[config.mk]
export PLATFORM = sky130hd
export DESIGN_NAME = id_issue_stage
export DESIGN_NICKNAME = d
export VERILOG_FILES = /design/src/rtl/id_issue_stage.sv
export SDC_FILE = /design/constraint.sdc
export NUM_CORES = 1
export LEC_CHECK = 0
export ABC_AREA = 1
export BUFFER_PORTS_ARGS = -buffer_cell sky130_fd_sc_hd__buf_2
export CORE_MARGIN = 8
export CORE_UTILIZATION = 44
export DETAILED_ROUTE_END_ITERATION = 6
export GPL_TIMING_DRIVEN = 1
export PLACE_DENSITY_LB_ADDON = 0.25
export SETUP_SLACK_MARGIN = 0.05
export SYNTH_ARGS = -nofsm -noshare
export SYNTH_HDL_FRONTEND = slang
export SYNTH_SLANG_ARGS = --single-unit
[constraint.sdc]
create_clock -name clk -period 2.4 [get_ports clk]
set_clock_uncertainty 0.2 [all_clocks]
set_input_delay 0.12 -clock clk [delete_from_list [all_inputs] [get_ports clk]]
set_output_delay 0.12 -clock clk [all_outputs]
set_load 0.01 [all_outputs]
[src/rtl/id_issue_stage.sv]
// Decode/issue pipeline stage: holds one instruction until both operands wake up and EXE accepts.
// Also counts operand-stall cycles and flags a stall run that reaches STALL_LIMIT.
module id_issue_stage #(
    parameter int BUS_WD      = 64,
    parameter int CNT_WD      = 16,
    parameter int STALL_LIMIT = 255
) (
    input  logic              clk,
    input  logic              reset,
    input  logic              IF_to_ID_valid,
    input  logic [BUS_WD-1:0] IF_to_ID_bus,
    output logic              ID_allowin,
    input  logic              src_1_ready,
    input  logic              src_2_ready,
    input  logic              EXE_allowin,
    input  logic              br_flush,
    output logic              ID_to_EXE_valid,
    output logic [BUS_WD-1:0] ID_to_EXE_bus,
    output logic              ID_valid_o,
    output logic [CNT_WD-1:0] stall_cnt,
    output logic              stall_timeout
);

    localparam int RUN_WD = (STALL_LIMIT < 1) ? 1 : $clog2(STALL_LIMIT + 1);
    localparam logic [RUN_WD-1:0] RUN_MAX = RUN_WD'(STALL_LIMIT);

    logic              valid_q, valid_d;
    logic [BUS_WD-1:0] bus_q, bus_d;
    logic [CNT_WD-1:0] cnt_q, cnt_d;
    logic [RUN_WD-1:0] run_q, run_d;
    logic              timeout_q, timeout_d;

    logic ready_go;
    logic op_stall;
    logic accept;

    assign ready_go        = src_1_ready & src_2_ready;
    assign ID_allowin      = !valid_q | (ready_go & EXE_allowin);
    assign ID_to_EXE_valid = valid_q & ready_go & !br_flush;
    assign op_stall        = valid_q & !ready_go & !br_flush;
    assign accept          = IF_to_ID_valid & ID_allowin & !br_flush;

    always_comb begin
        valid_d   = valid_q;
        bus_d     = bus_q;
        cnt_d     = cnt_q;
        run_d     = run_q;
        timeout_d = timeout_q;

        if (br_flush)
            valid_d = 1'b0;
        else if (ID_allowin)
            valid_d = IF_to_ID_valid;

        if (accept)
            bus_d = IF_to_ID_bus;

        // Only operand stalls count; EXE back-pressure and flush cycles end a run.
        if (op_stall) begin
            if (!(&cnt_q))
                cnt_d = cnt_q + CNT_WD'(1);
            if (run_q != RUN_MAX)
                run_d = run_q + RUN_WD'(1);
            if (run_d == RUN_MAX)
                timeout_d = 1'b1;
        end else begin
            run_d = '0;
        end
    end

    always_ff @(posedge clk or posedge reset) begin
        if (reset) begin
            valid_q   <= 1'b0;
            bus_q     <= '0;
            cnt_q     <= '0;
            run_q     <= '0;
            timeout_q <= 1'b0;
        end else begin
            valid_q   <= valid_d;
            bus_q     <= bus_d;
            cnt_q     <= cnt_d;
            run_q     <= run_d;
            timeout_q <= timeout_d;
        end
    end

    assign ID_to_EXE_bus = bus_q;
    assign ID_valid_o    = valid_q;
    assign stall_cnt     = cnt_q;
    assign stall_timeout = timeout_q;

endmodule

==> qor.yml <==
dominantRegCellSynth: "dfrtp_1"
track_usage_pct: 18.9
final_common_cell: "buf_2"
gp_congestion: 0.797
finalNetCount: 646
rsz0062_at_grt: "false"
drive_gt1_share_pct: 43.9
syn_area_um2: 3970
fp.dieW_um: 111
p_total_w: 0.00430
pin_count: 155
fmax_mhz: 470
row_count: 34
multi_input_comb_area_um2: 1550
cts_tree: "yes"
grt_max_degree: 50
peakVddDrop_mv: 0.479
critical-path-slowest-cell: "dlygate4sd3_1"
path_clk_slew_ns: 0.09
yosysSeqAreaShare_pct: 56.7
htreeDepth: 3
synth_edf_count: 0
slowest_delay_ns: 0.56
clock_sinks: 90
syn2layout_area_growth_pct: 44.8
postPlaceCellArea_um2: 4850
clockBufferDepth: 2
port_buffers: 154
cpMostUsedCell: "dlygate4sd3_1"
tightest_slew_ns: 0.750
fin_crit_ns: 2.13
whs_ns: 0.0851
numCtsBuffers: 9
post-route-cell-area_um2: 5750
synth_seq_cells: 90
min_path_type: "input port to flip-flop"
ant_nets: 0
finalCritPeriodShare_pct: 88.7
end_kind: "flip-flop"
crit_type: "input port to flip-flop"
report.final.setup_viol: 0
dieArea_um2: 12300
yosys.area.top_type: "dfrtp_1"
tns_ns: 0
num_vias: 3381
slew-limit-headroom_pct: 49.9
power_density_nw_per_um2: 747
yosysWarnings: 0
wirelength_um: 11400
clock_latency_ns: 0.36
cp_top_family: "buffers and inverters"
synth_top_area_share_pct: 56.7
final_hold_viol_count: 0
dp_hpwl_um: 7760
yosysUniqueCellTypes: 26
die_y_um: 111
fill_cells: 648
arrival_ns: 2.22
slew_viol_final: 0
async_flop_share_pct: 100
worstPathCellList: "dlygate4sd3_1, buf_2, inv_1, nand3_4, buf_4, o21ai_0, dlygate4sd3_1"
cp_num_buf_inv: 5
maxCapViolCount: 0
critPathRequiredTime_ns: 2.49
coreArea_um2: 8720
gr-total-overflow: 0
final_cell_mix: "buf_2, dfrtp_1, nand2_1, dlygate4sd3_1, mux2_2"
path_max_fanout: 23
yosys-top-cells-area: "dfrtp_1, mux2_2, nand2_1"
antenna_found_initial: 1
cts-root-buf: "clkbuf_8"
drc: 0
drtPass1Iterations: 4
post-route-util_pct: 66.0
cts-resized-gates: 0
drt_iter0_markers: 77
vias_per_cell: 4.92
critPathLaunchType: "input port"
grt_pass1_wl_um: 19000
synthCells: 346
status: "finished, final reports clean"
seq_area_um2: 2250
cts_setup_buffers: 0
start_util_pct: 45.6
syn_avg_cell_area_um2: 11.5
p_leak_nw: 2.81
synth_nets: 419
grt_pass1_vias: 3807
wl_per_cell_um: 16.5
==> state kept, by name, indices dropped and copies added (netlist names) <==
name / count
ID_valid_o: 1
stall_timeout: 1
run_q: 8
stall_cnt: 16
ID_to_EXE_bus: 64
==> worst reg2reg max path, cell delays in order, from the launching register on <==
cell	delay, ns
dfrtp_1	0.41
nand2_1	0.15
nand3_4	0.32
buf_4	0.34
o21ai_0	0.08
dlygate4sd3_1	0.56
==> power by group <==
group	internal, W	switching, W	leakage [nW]	total, W
logic	0.000575	0.000564	1.60	0.00114
clock network	0.000617	0.000547	0.112	0.00116
registers	0.00180	0.000190	1.09	0.00199
==> timing repair <==
action / 4_1_cts / 5_1_grt
hold buffers: 67 / 0
endpoints found under the setup margin: 0 / 0
hold endpoints to repair: 96 / 0
==> cell type report <==
| class | count | area share, % |
|---|---|---|
| Clock inverter | 6 | 1.57 |
| Inverter | 21 | 1.48 |
| Clock buffer | 10 | 2.39 |
| Antenna cell | 1 | 0.0435 |
| Sequential cell | 90 | 39.1 |
| Tap cell | 108 | 2.35 |
| Timing Repair Buffer | 226 | 26.1 |
| Multi-Input combinational cell | 225 | 26.9 |
==> final timing paths <==
check                                   start                 to  slack [ns]  depth (start not counted)
worst max-delay path                 br_flush         ID_valid_o        0.27                          7
worst min-delay path              src_2_ready           run_q[5]        0.09                          4
worst max register to register     ID_valid_o         ID_valid_o        0.28                          5
worst min register to register  stall_timeout      stall_timeout        0.26                          2
max in group asynchronous               reset  ID_to_EXE_bus[51]        1.07                          4
min in group asynchronous               reset   ID_to_EXE_bus[8]        0.24                          3
==> metrics by stage <==
step / instances / setup slack, ns
finish: 687 / 0.270
global placement: 603 / 0.612
detailed placement: 603 / 0.545
floorplan: 346 / 0.634
global route: 687 / 0.142
CTS: 686 / 0.258
==> cell usage after synthesis (3+ instances only) <==
cell     instances
xnor2_1          6
nand3_1         17
a21oi_1          5
inv_1           20
nor3_1           3
xor2_1           4
mux2_2          64
nand4_1          3
buf_6            7
o21ai_2          4
dfrtp_1         90
nand2_1         76
nand3_2          5
o21ai_0          7
nor2_1          22
==> layer usage <==
metal	track usage, %	wire [um]
met1	19.8	4310
met2	31.9	5660
met3	8.12	1110
met4	8.98	293
met5	0	0
==> cell families (layout without fill, tap and decap cells) <==
logic type	after synthesis	in the layout	share of synthesized area, %
flops	90	90	56.7
xor+xnor	10	10	2.20
compound gates	19	19	2.87
other cells	0	1	0
mux	64	64	18.1
simple gates	130	130	14.8
fa+ha+maj	2	2	0.630
buf+inv	31	263	4.72
Power figures use the tool's default switching activity.
